File: config.mk
export PLATFORM = sky130hd
export DESIGN_NAME = rcu_pll_seq_flat
export DESIGN_NICKNAME = d
export VERILOG_FILES = /design/src/rtl/rcu_pll_seq_if.sv /design/src/rtl/rcu_pll_seq.sv /design/src/flat_wrapper.sv
export SDC_FILE = /design/constraint.sdc
export NUM_CORES = 1
export LEC_CHECK = 0
export ABC_CLOCK_PERIOD_IN_PS = 5000
export BUFFER_PORTS_ARGS = -buffer_cell sky130_fd_sc_hd__buf_2
export CAP_MARGIN = 20
export CORE_MARGIN = 2
export CORE_UTILIZATION = 55
export DETAILED_ROUTE_END_ITERATION = 10
export PLACE_DENSITY = 0.76
export SYNTH_ARGS = -nofsm -noshare
export SYNTH_HDL_FRONTEND = slang
export SYNTH_SLANG_ARGS = --single-unit
File: constraint.sdc
create_clock -name clk_i -period 5 [get_ports clk_i]
set_input_delay 0.25 -clock clk_i [delete_from_list [all_inputs] [get_ports clk_i]]
set_output_delay 0.25 -clock clk_i [all_outputs]
set_load 0.02 [all_outputs]
File: src/rtl/rcu_pll_seq_if.sv
// Request handshake, PLL lock input and clock-control outputs of the PLL switch sequencer.
interface rcu_pll_seq_if #(
   parameter int CFG_WIDTH     = 3,
   parameter int TIMEOUT_WIDTH = 16
);
   logic                     req_valid_i;
   logic                     req_ready_o;
   logic [CFG_WIDTH-1:0]     req_cfg_i;
   logic [TIMEOUT_WIDTH-1:0] timeout_i;
   logic                     pll_lock_i;
   logic [CFG_WIDTH-1:0]     clk_cfg_o;
   logic                     pll_en_o;
   logic                     busy_o;
   logic                     done_o;
   logic                     err_o;

   modport slave (
      input  req_valid_i, req_cfg_i, timeout_i, pll_lock_i,
      output req_ready_o, clk_cfg_o, pll_en_o, busy_o, done_o, err_o
   );

   modport master (
      output req_valid_i, req_cfg_i, timeout_i, pll_lock_i,
      input  req_ready_o, clk_cfg_o, pll_en_o, busy_o, done_o, err_o
   );
endinterface

File: src/rtl/rcu_pll_seq.sv
// PLL switch sequencer: parks the core clock on bypass, reprograms the PLL, qualifies lock
// with a timeout, switches back to the PLL and falls back to bypass on loss of lock.
module rcu_pll_seq #(
   parameter int CFG_WIDTH     = 3,
   parameter int TIMEOUT_WIDTH = 16,
   parameter int SETTLE_CYCLES = 4,
   parameter int STABLE_CYCLES = 16
) (
   input logic          clk_i,
   input logic          rst_n_i,
   rcu_pll_seq_if.slave bus
);
   localparam int SET_W = (SETTLE_CYCLES > 1) ? $clog2(SETTLE_CYCLES) : 1;
   localparam int STB_W = $clog2(STABLE_CYCLES + 1);
   localparam logic [SET_W-1:0]         SETTLE_LAST = SET_W'(SETTLE_CYCLES - 1);
   localparam logic [STB_W-1:0]         STABLE_MAX  = STB_W'(STABLE_CYCLES);
   localparam logic [TIMEOUT_WIDTH-1:0] TIMER_MAX   = {TIMEOUT_WIDTH{1'b1}};
   localparam logic [TIMEOUT_WIDTH-1:0] TIMER_ZERO  = {TIMEOUT_WIDTH{1'b0}};

   typedef enum logic [2:0] {
      ST_IDLE      = 3'd0,
      ST_BYPASS    = 3'd1,
      ST_WAIT_LOCK = 3'd2,
      ST_STABLE    = 3'd3,
      ST_SWITCH    = 3'd4
   } state_t;

   state_t                   state_r, state_nxt_s;
   logic                     sync_meta_r, sync_lock_r, lock_s;
   logic [CFG_WIDTH-1:0]     cfg_req_r, cfg_req_nxt_s;
   logic [TIMEOUT_WIDTH-1:0] timeout_r, timeout_nxt_s;
   logic [SET_W-1:0]         settle_cnt_r, settle_cnt_nxt_s;
   logic [TIMEOUT_WIDTH-1:0] timer_r, timer_nxt_s, timer_inc_s;
   logic [STB_W-1:0]         stable_cnt_r, stable_cnt_nxt_s, stable_inc_s;
   logic [CFG_WIDTH-1:0]     clk_cfg_r, clk_cfg_nxt_s;
   logic                     pll_en_r, pll_en_nxt_s;
   logic                     done_r, done_nxt_s;
   logic                     err_r, err_nxt_s;
   logic                     accept_s, noop_s, timeout_hit_s;

   assign lock_s        = sync_lock_r;
   assign accept_s      = bus.req_valid_i && (state_r == ST_IDLE);
   // A request that changes nothing is only a no-op while the PLL is still qualified as locked.
   assign noop_s        = accept_s && (bus.req_cfg_i == clk_cfg_r) && pll_en_r && lock_s;
   assign timer_inc_s   = (timer_r == TIMER_MAX) ? timer_r : (timer_r + TIMEOUT_WIDTH'(1));
   assign timeout_hit_s = (timeout_r != TIMER_ZERO) && (timer_inc_s == timeout_r);
   assign stable_inc_s  = stable_cnt_r + STB_W'(1);

   // Two-flop synchroniser for the asynchronous PLL lock.
   always_ff @(posedge clk_i or negedge rst_n_i) begin
      if (!rst_n_i) begin
         sync_meta_r <= 1'b0;
         sync_lock_r <= 1'b0;
      end else begin
         sync_meta_r <= bus.pll_lock_i;
         sync_lock_r <= sync_meta_r;
      end
   end

   // FSM state register.
   always_ff @(posedge clk_i or negedge rst_n_i) begin
      if (!rst_n_i) begin
         state_r <= ST_IDLE;
      end else begin
         state_r <= state_nxt_s;
      end
   end

   // FSM next-state logic; a timeout wins over lock qualification.
   always_comb begin
      state_nxt_s = state_r;
      case (state_r)
         ST_IDLE: begin
            if (accept_s && !noop_s) state_nxt_s = ST_BYPASS;
            else                     state_nxt_s = ST_IDLE;
         end
         ST_BYPASS: begin
            if (settle_cnt_r == SETTLE_LAST) state_nxt_s = ST_WAIT_LOCK;
            else                             state_nxt_s = ST_BYPASS;
         end
         ST_WAIT_LOCK: begin
            if (timeout_hit_s)                               state_nxt_s = ST_IDLE;
            else if (lock_s && (STB_W'(1) == STABLE_MAX))    state_nxt_s = ST_SWITCH;
            else if (lock_s)                                 state_nxt_s = ST_STABLE;
            else                                             state_nxt_s = ST_WAIT_LOCK;
         end
         ST_STABLE: begin
            if (timeout_hit_s)                   state_nxt_s = ST_IDLE;
            else if (!lock_s)                    state_nxt_s = ST_WAIT_LOCK;
            else if (stable_inc_s == STABLE_MAX) state_nxt_s = ST_SWITCH;
            else                                 state_nxt_s = ST_STABLE;
         end
         ST_SWITCH: state_nxt_s = ST_IDLE;
         default:   state_nxt_s = ST_IDLE;
      endcase
   end

   // FSM output and datapath next values.
   always_comb begin
      cfg_req_nxt_s    = cfg_req_r;
      timeout_nxt_s    = timeout_r;
      settle_cnt_nxt_s = {SET_W{1'b0}};
      timer_nxt_s      = TIMER_ZERO;
      stable_cnt_nxt_s = {STB_W{1'b0}};
      clk_cfg_nxt_s    = clk_cfg_r;
      pll_en_nxt_s     = pll_en_r;
      done_nxt_s       = 1'b0;
      err_nxt_s        = err_r;
      case (state_r)
         ST_IDLE: begin
            if (accept_s) begin
               cfg_req_nxt_s = bus.req_cfg_i;
               timeout_nxt_s = bus.timeout_i;
               if (noop_s) begin
                  done_nxt_s = 1'b1;
               end else begin
                  pll_en_nxt_s = 1'b0;
                  err_nxt_s    = 1'b0;
               end
            end else if (pll_en_r && !lock_s) begin
               pll_en_nxt_s = 1'b0;
               err_nxt_s    = 1'b1;
            end else begin
               pll_en_nxt_s = pll_en_r;
            end
         end
         ST_BYPASS: begin
            settle_cnt_nxt_s = settle_cnt_r + SET_W'(1);
            if (settle_cnt_r == SETTLE_LAST) clk_cfg_nxt_s = cfg_req_r;
            else                             clk_cfg_nxt_s = clk_cfg_r;
         end
         ST_WAIT_LOCK, ST_STABLE: begin
            // The stable counter is always zero in WAIT_LOCK, so the increment also yields 1 there.
            timer_nxt_s = timer_inc_s;
            if (timeout_hit_s) begin
               done_nxt_s = 1'b1;
               err_nxt_s  = 1'b1;
            end else if (state_nxt_s == ST_SWITCH) begin
               pll_en_nxt_s = 1'b1;
               done_nxt_s   = 1'b1;
            end else if (lock_s) begin
               stable_cnt_nxt_s = stable_inc_s;
            end else begin
               stable_cnt_nxt_s = {STB_W{1'b0}};
            end
         end
         ST_SWITCH: begin
            done_nxt_s = 1'b0;
         end
         default: begin
            pll_en_nxt_s = 1'b0;
         end
      endcase
   end

   // Datapath and output registers.
   always_ff @(posedge clk_i or negedge rst_n_i) begin
      if (!rst_n_i) begin
         cfg_req_r    <= {CFG_WIDTH{1'b0}};
         timeout_r    <= TIMER_ZERO;
         settle_cnt_r <= {SET_W{1'b0}};
         timer_r      <= TIMER_ZERO;
         stable_cnt_r <= {STB_W{1'b0}};
         clk_cfg_r    <= {CFG_WIDTH{1'b0}};
         pll_en_r     <= 1'b0;
         done_r       <= 1'b0;
         err_r        <= 1'b0;
      end else begin
         cfg_req_r    <= cfg_req_nxt_s;
         timeout_r    <= timeout_nxt_s;
         settle_cnt_r <= settle_cnt_nxt_s;
         timer_r      <= timer_nxt_s;
         stable_cnt_r <= stable_cnt_nxt_s;
         clk_cfg_r    <= clk_cfg_nxt_s;
         pll_en_r     <= pll_en_nxt_s;
         done_r       <= done_nxt_s;
         err_r        <= err_nxt_s;
      end
   end

   assign bus.req_ready_o = (state_r == ST_IDLE);
   assign bus.busy_o      = (state_r != ST_IDLE);
   assign bus.clk_cfg_o   = clk_cfg_r;
   assign bus.pll_en_o    = pll_en_r;
   assign bus.done_o      = done_r;
   assign bus.err_o       = err_r;
endmodule

File: src/flat_wrapper.sv
// flat-port wrapper written by rule: the top's interface ports become plain ports
module rcu_pll_seq_flat 
#(
   parameter int CFG_WIDTH     = 3,
   parameter int TIMEOUT_WIDTH = 16,
   parameter int SETTLE_CYCLES = 4,
   parameter int STABLE_CYCLES = 16
)
  (clk_i, rst_n_i, bus_req_valid_i, bus_req_cfg_i, bus_timeout_i, bus_pll_lock_i, bus_req_ready_o, bus_clk_cfg_o, bus_pll_en_o, bus_busy_o, bus_done_o, bus_err_o);
  rcu_pll_seq_if #(.CFG_WIDTH(CFG_WIDTH), .TIMEOUT_WIDTH(TIMEOUT_WIDTH)) bus_i ();
  input logic clk_i;
  input logic rst_n_i;
  input wire logic [$bits(bus_i.req_valid_i)-1:0] bus_req_valid_i;
  input wire logic [$bits(bus_i.req_cfg_i)-1:0] bus_req_cfg_i;
  input wire logic [$bits(bus_i.timeout_i)-1:0] bus_timeout_i;
  input wire logic [$bits(bus_i.pll_lock_i)-1:0] bus_pll_lock_i;
  output wire logic [$bits(bus_i.req_ready_o)-1:0] bus_req_ready_o;
  output wire logic [$bits(bus_i.clk_cfg_o)-1:0] bus_clk_cfg_o;
  output wire logic [$bits(bus_i.pll_en_o)-1:0] bus_pll_en_o;
  output wire logic [$bits(bus_i.busy_o)-1:0] bus_busy_o;
  output wire logic [$bits(bus_i.done_o)-1:0] bus_done_o;
  output wire logic [$bits(bus_i.err_o)-1:0] bus_err_o;
  assign bus_i.req_valid_i = bus_req_valid_i;
  assign bus_i.req_cfg_i = bus_req_cfg_i;
  assign bus_i.timeout_i = bus_timeout_i;
  assign bus_i.pll_lock_i = bus_pll_lock_i;
  assign bus_req_ready_o = bus_i.req_ready_o;
  assign bus_clk_cfg_o = bus_i.clk_cfg_o;
  assign bus_pll_en_o = bus_i.pll_en_o;
  assign bus_busy_o = bus_i.busy_o;
  assign bus_done_o = bus_i.done_o;
  assign bus_err_o = bus_i.err_o;
  rcu_pll_seq #(.CFG_WIDTH(CFG_WIDTH), .TIMEOUT_WIDTH(TIMEOUT_WIDTH), .SETTLE_CYCLES(SETTLE_CYCLES), .STABLE_CYCLES(STABLE_CYCLES)) u_core (.clk_i(clk_i), .rst_n_i(rst_n_i), .bus(bus_i));
endmodule
=== Yosys cells after proc, flatten, opt, wreduce, memory -nomap -nowiden ===
Cells that the tools add are included.

* Bits in registers: 53
* Output and inout bits: 8

* Add/sub/neg operators: 3
* Equal/unequal tests: 15
* Mux-type cells: 30
* Bitwise logic cells: 1
* Reduce and logical (&&, ||, !) cells: 19

{| class="wikitable"
|+ Operator list
! operator !! count
|-
| 16-bit 2-to-1 mux || 2
|-
| 5-bit 2-to-1 mux || 4
|-
| 16-bit by 1-bit adder with 16-bit output, second input constant || 1
|-
| 16-bit equality test || 1
|-
| 16-bit equality test, second input constant || 1
|-
| 16-bit nonzero test || 1
|-
| 1-bit 2-to-1 mux || 14
|-
| 3-bit 2-to-1 mux || 4
|-
| 3-bit case mux with 4 select lines || 1
|-
| 1-bit logical AND || 7
|-
| 3-bit by 2-bit equality test with 1-bit output, second input constant || 2
|-
| 3-bit equality test, second input constant || 2
|-
| 5-bit by 1-bit adder with 5-bit output, second input constant || 1
|-
| 5-bit equality test, second input constant || 1
|-
| 5-bit AND reduction || 1
|-
| 2-bit 2-to-1 mux || 2
|-
| 2-bit by 1-bit inequality test with 1-bit output, second input constant || 2
|-
| 1-bit case mux with 2 select lines || 2
|-
| 2-bit AND reduction || 2
|-
| 4-bit AND reduction || 1
|-
| 2-bit OR reduction || 2
|-
| 3-bit by 1-bit equality test with 1-bit output, second input constant || 1
|-
| 3-bit equality test || 1
|-
| 3-bit zero test || 1
|-
| 10 further kinds || 11
|}

=== Logic depth before layout (Yosys ltp) ===
* Depth in word-level cells: 13
* Mapped depth: 10
* Depth with buffers taken out: 9

=== Worst setup path after synthesis ===
OpenSTA, ideal clock, no wires.

* Kind: reg-to-reg
* From: register u_core.timer_r[0]
* To: register u_core.pll_en_r (netlist: u_core.bus.pll_en_o)
* Arrival time: 2437 ps
* Path slack: 2444 ps
* Cell stages (with the launch flop): 11
* Path through: dfrtp_1 -> ha_1 -> and4_1 -> buf_2 -> a21oi_1 -> a221o_1 -> a221oi_2 -> nand4_2 -> nor4_4 -> nor2b_2 -> o21ba_1

* Cells in the longest elaborated chain, start to end: 9
* Elaborated cells on any way between the ends: 12
* Classes of those cells: add/sub (1); eq/ne (5); mux (4); reduce/logical (2)

{| class="wikitable"
|+ Ends and longest elaborated chain
! what !! line !! text
|-
| from (decl) || rcu_pll_seq.sv:33 || <nowiki>logic [TIMEOUT_WIDTH-1:0] timer_r, timer_nxt_s, timer_inc_s;</nowiki>
|-
| from (signal assigned) || rcu_pll_seq.sv:172 || <nowiki>timer_r <= timer_nxt_s;</nowiki>
|-
| 16-bit by 1-bit adder with 16-bit output or 16-bit equality test (tied branches) || rcu_pll_seq.sv:45 || <nowiki>assign timer_inc_s = (timer_r == TIMER_MAX) ? timer_r : (timer_r + TIMEOUT_WIDTH'(1));</nowiki>
|-
| 16-bit 2-to-1 mux * || rcu_pll_seq.sv:45 ||
|-
| 16-bit equality test * || rcu_pll_seq.sv:46 || <nowiki>assign timeout_hit_s = (timeout_r != TIMER_ZERO) && (timer_inc_s == timeout_r);</nowiki>
|-
| 1-bit logical AND * || rcu_pll_seq.sv:46 ||
|-
| 3-bit 2-to-1 mux * || rcu_pll_seq.sv:88 || <nowiki>if (timeout_hit_s) state_nxt_s = ST_IDLE;</nowiki>
|-
| 3-bit case mux with 4 select lines * || rcu_pll_seq.sv:72 || <nowiki>case (state_r)</nowiki>
|-
| via u_core.state_nxt_s[2] || rcu_pll_seq.sv:28 || <nowiki>state_t state_r, state_nxt_s;</nowiki>
|-
| 3-bit equality test * || rcu_pll_seq.sv:138 || <nowiki>end else if (state_nxt_s == ST_SWITCH) begin</nowiki>
|-
| 2-bit by 1-bit inequality test with 1-bit output (no line) * || - ||
|-
| 5-bit AND reduction (no line) * || - ||
|-
| to (signal assigned) || rcu_pll_seq.sv:175 || <nowiki>pll_en_r <= pll_en_nxt_s;</nowiki>
|-
| to (decl) || rcu_pll_seq.sv:36 || <nowiki>logic pll_en_r, pll_en_nxt_s;</nowiki>
|}

Mark *: on every way through the listed nets, which the timed path passes. The rest lies on a longest branch.
A chain may end at the register's enable or synchronous reset.

=== Worst setup path in the final report ===
Ends and elaborated chain as after synthesis.

==> results.tsv <==
stage	metric	value	unit
cells_and_area	Filler Cell Count	485	
global_route	initial antenna violation count	0	
clock_network	# resized after CTS	0	
yosys	register area share after synthesis	0.435	
yosys	Avg Cell Area, Syn	9.09	um^2
detailed_routing	drt first pass iters	4	
cells_and_area	most common cell after layout, fill and taps aside	nand2_1	
timing	Setup TNS	0	ns
yosys	portion of netlist area occupied by mux cells	0.0242	
detailed_routing	Final ANT Viol Nets	0	
place	Place WS	2.05	ns
worst_setup_path	Largest stage delay, worst path	0.50	ns
floorplan	Starting Density	0.560	
yosys	Synth Area in Compound Gates	0.134	
global_route	first-pass GRT wire length	12200	um
cells_and_area	Antenna Cells	0	
floorplan	Die W	78.4	um
yosys	warnings from Yosys	0	
clock_network	maximum clock path buffer count	2	
clock_network	cts hold-fix bufs	0	
clock_network	CTS Buf Count	5	
clock_network	Root Buffer Master	clkbuf_8	
timing	final setup skew	0.00316	ns
cells_and_area	Reg area	1330	um^2
power_and_ir_drop	Worst IR Drop VDD	178	uV
floorplan	die area	6150	um^2
timing	Worst Slack Setup Final	1.98	ns
yosys	simple-gate share of the synthesized area	0.300	
floorplan	Top-Level Pins	31	
floorplan	core area	5440	um^2
global_route	vias in the first global route	2468	
yosys	Synth Area in Adders	0.0164	
cells_and_area	final net count	387	
global_route	GR Overflow Total	0	
cells_and_area	share of cells above drive strength 1	0.155	
timing	Worst Tran Pin Value	0.808	ns
timing	RSZ-0062 raised after global routing	no	
clock_network	CTS H-Tree Depth	2	
floorplan	num rows	27	
yosys	Post-synth EDFFs	0	
yosys	Post-Syn Area	3050	um^2
power_and_ir_drop	Leakage Power	1.62	nW
timing	Final Critical Period	3.02	ns
detailed_routing	DRT iter0 DRCs	141	
place	Port Buffers	30	
timing	count of final setup violators	0	
timing	fin crit share	0.604	
place	GPL Wtd Cong	0.982	
clock_network	Setup Fix Bufs, Post-CTS	0	
status	status	finished clean	
yosys	Synth top area share	0.435	
yosys	Synth area leader	dfrtp_1	
timing	Final Max Tran Viols	0	
worst_setup_path	Startpoint Class	register	
clock_network	CTS tree	done	
detailed_routing	vias per cell	5.95	
global_route	GRT Total Usage	0.254	
worst_setup_path	Critical Path Sink Type	register	
worst_setup_path	critical path required time	5.21	ns
detailed_routing	Post-route DRC	0	
cells_and_area	layout overhead on the synthesized area	9.61	%
yosys	Post-Synth XOR/XNOR Area	0.0620	
timing	Slew headroom	0.461	
global_route	largest net degree at the start of global routing	54	
timing	max frequency	0.331	GHz
job	Max Cap Viol	0	
yosys	largest family of logic cells by synthesized area	simple AND/OR/NAND/NOR gates	
cells_and_area	Post-Layout Cell Count	433	
yosys	Synth async-reset ratio	1.00	
power_and_ir_drop	final total power	0.000770	W
floorplan	Die H	78.4	um
worst_setup_path	worst-path cell chain	ha_1, and4_1, nand4_4, and3_1, o21ai_0, nand4_1, nor4_4, nor2b_2, o21ba_1	
cells_and_area	most frequent cells in the layout	nand2_1 (70), dfrtp_1 (53), buf_2 (30), nor2_1 (19)	
yosys	predominant post-synthesis flop cell	dfrtp_1	
worst_setup_path	CP max FO	9	
detailed_routing	final WL	7150	um
detailed_routing	DR WL/cell	16.5	um
yosys	Distinct cells, synth	53	
yosys	post-synthesis cell count	335	
clock_network	Worst-Skew Late Latency	0.31	ns
place	detailed placement HPWL	5260	um
worst_setup_path	CP max-delay cell	nor4_4	
clock_network	clk slew on worst S/H paths	0.10	ns
worst_setup_path	CP Data Arrival Time	3.23	ns
clock_network	clk sinks	53	
yosys	FF+latch count, synth	53	
power_and_ir_drop	PwrDens	230	nW/um^2
detailed_routing	routed vias	2578	
worst_hold_path	min-delay worst type	primary input to asynchronous set/reset pin	
cells_and_area	area of the multi-input gates	1640	um^2
yosys	Synth Net Count	362	
worst_setup_path	critical path class	register to register	
timing	Final Hold Fails	0	
place	placed cell count	425	
yosys	largest cells by area after synthesis	dfrtp_1 (44%), nand2_1 (8.6%), xnor2_1 (3.2%)	
[metrics by stage]
stage                     hold slack [ns]  area [um^2]  utilization
final                              0.0335         3340        0.614
after floorplan                   -0.0456         3050            -
after global routing               0.0244         3340        0.614
after detailed placement            0.347         3240        0.596
after global placement              0.346         3240        0.596
after CTS                          0.0312         3340        0.614
[layer usage]
layer,vias to the layer above,GRT usage,wire length [um]
li1,1254,-,-
met1,1227,0.353,3210
met2,86,0.412,3390
met3,11,0.0414,448
met4,0,0.0772,99
met5,-,0,0
[sequential cells by signal (all words and copies together) (netlist names)]
register              flops
u_core.bus.clk_cfg_o      3
u_core.bus.done_o         1
u_core.bus.err_o          1
u_core.bus.pll_en_o       1
u_core.cfg_req_r          3
u_core.lock_s             1
u_core.settle_cnt_r       2
u_core.stable_cnt_r       5
u_core.state_r            3
u_core.sync_meta_r        1
u_core.timeout_r         16
u_core.timer_r           16
[layout make-up]
| type | instances | share of cell area |
|---|---|---|
| clock inverter | 2 | 0.00525 |
| timing repair buffer | 31 | 0.0472 |
| clock buffer | 6 | 0.0247 |
| multi-input combinational | 261 | 0.490 |
| sequential | 53 | 0.397 |
| tap | 72 | 0.0270 |
| inverter | 8 | 0.00899 |
[synth_stat cells (all sizes together), types with 5 or more instances]
cell    number
a21oi       13
nor2        19
o31ai        5
clkbuf       7
and3        10
nand3       13
nand2       70
nand4       11
o21ai       13
nor4        12
xnor2       11
nor3        12
and4         7
xor2         8
buf          6
nor2b        5
dfrtp       53
inv          8
[kinds of logic (layout without fill, tap and decap cells)]
family,count (synthesis),in the layout
AO/OA/AOI/OAI,58,58
XOR/XNOR,20,20
adder cells (fa/ha/maj),4,4
buffers and inverters,21,47
flip-flops,53,53
multiplexers,7,7
AND/OR/NAND/NOR,172,172
[critical path, delay by kind of cell (launching register included)]
kind,cells,cell delay [ns]
and+or+nand+nor,6,1.70
adders and majority gates,1,0.30
DFF,1,0.48
AOI/OAI and AO/OA,2,0.42
[path summary, 6_finish.rpt]
check                                        startpoint                                to  slack, ns  cells past startpoint
min reg2reg                u_core.sync_meta_r$_DFF_PN0_           u_core.lock_s$_DFF_PN0_       0.37                      0
min                                             rst_n_i      u_core.timer_r[14]$_DFF_PN0_       0.03                      2
max                         u_core.timer_r[0]$_DFF_PN0_   u_core.bus.pll_en_o$_DFFE_PN0P_       1.98                      9
max in group asynchronous                       rst_n_i  u_core.stable_cnt_r[3]$_DFF_PN0_       4.51                      2
min in group clk_i                       bus_pll_lock_i      u_core.sync_meta_r$_DFF_PN0_       0.03                      1
max reg2reg                 u_core.timer_r[0]$_DFF_PN0_   u_core.bus.pll_en_o$_DFFE_PN0P_       1.98                      9
[report_power, final]
part | total, W | switching (W) | internal [W]
clock network | 0.000263 | 0.000148 | 0.000115
registers | 0.000454 | 0.0000170 | 0.000437
logic | 0.0000528 | 0.0000307 | 0.0000222
No activity file was read; power rests on OpenSTA's default activity.
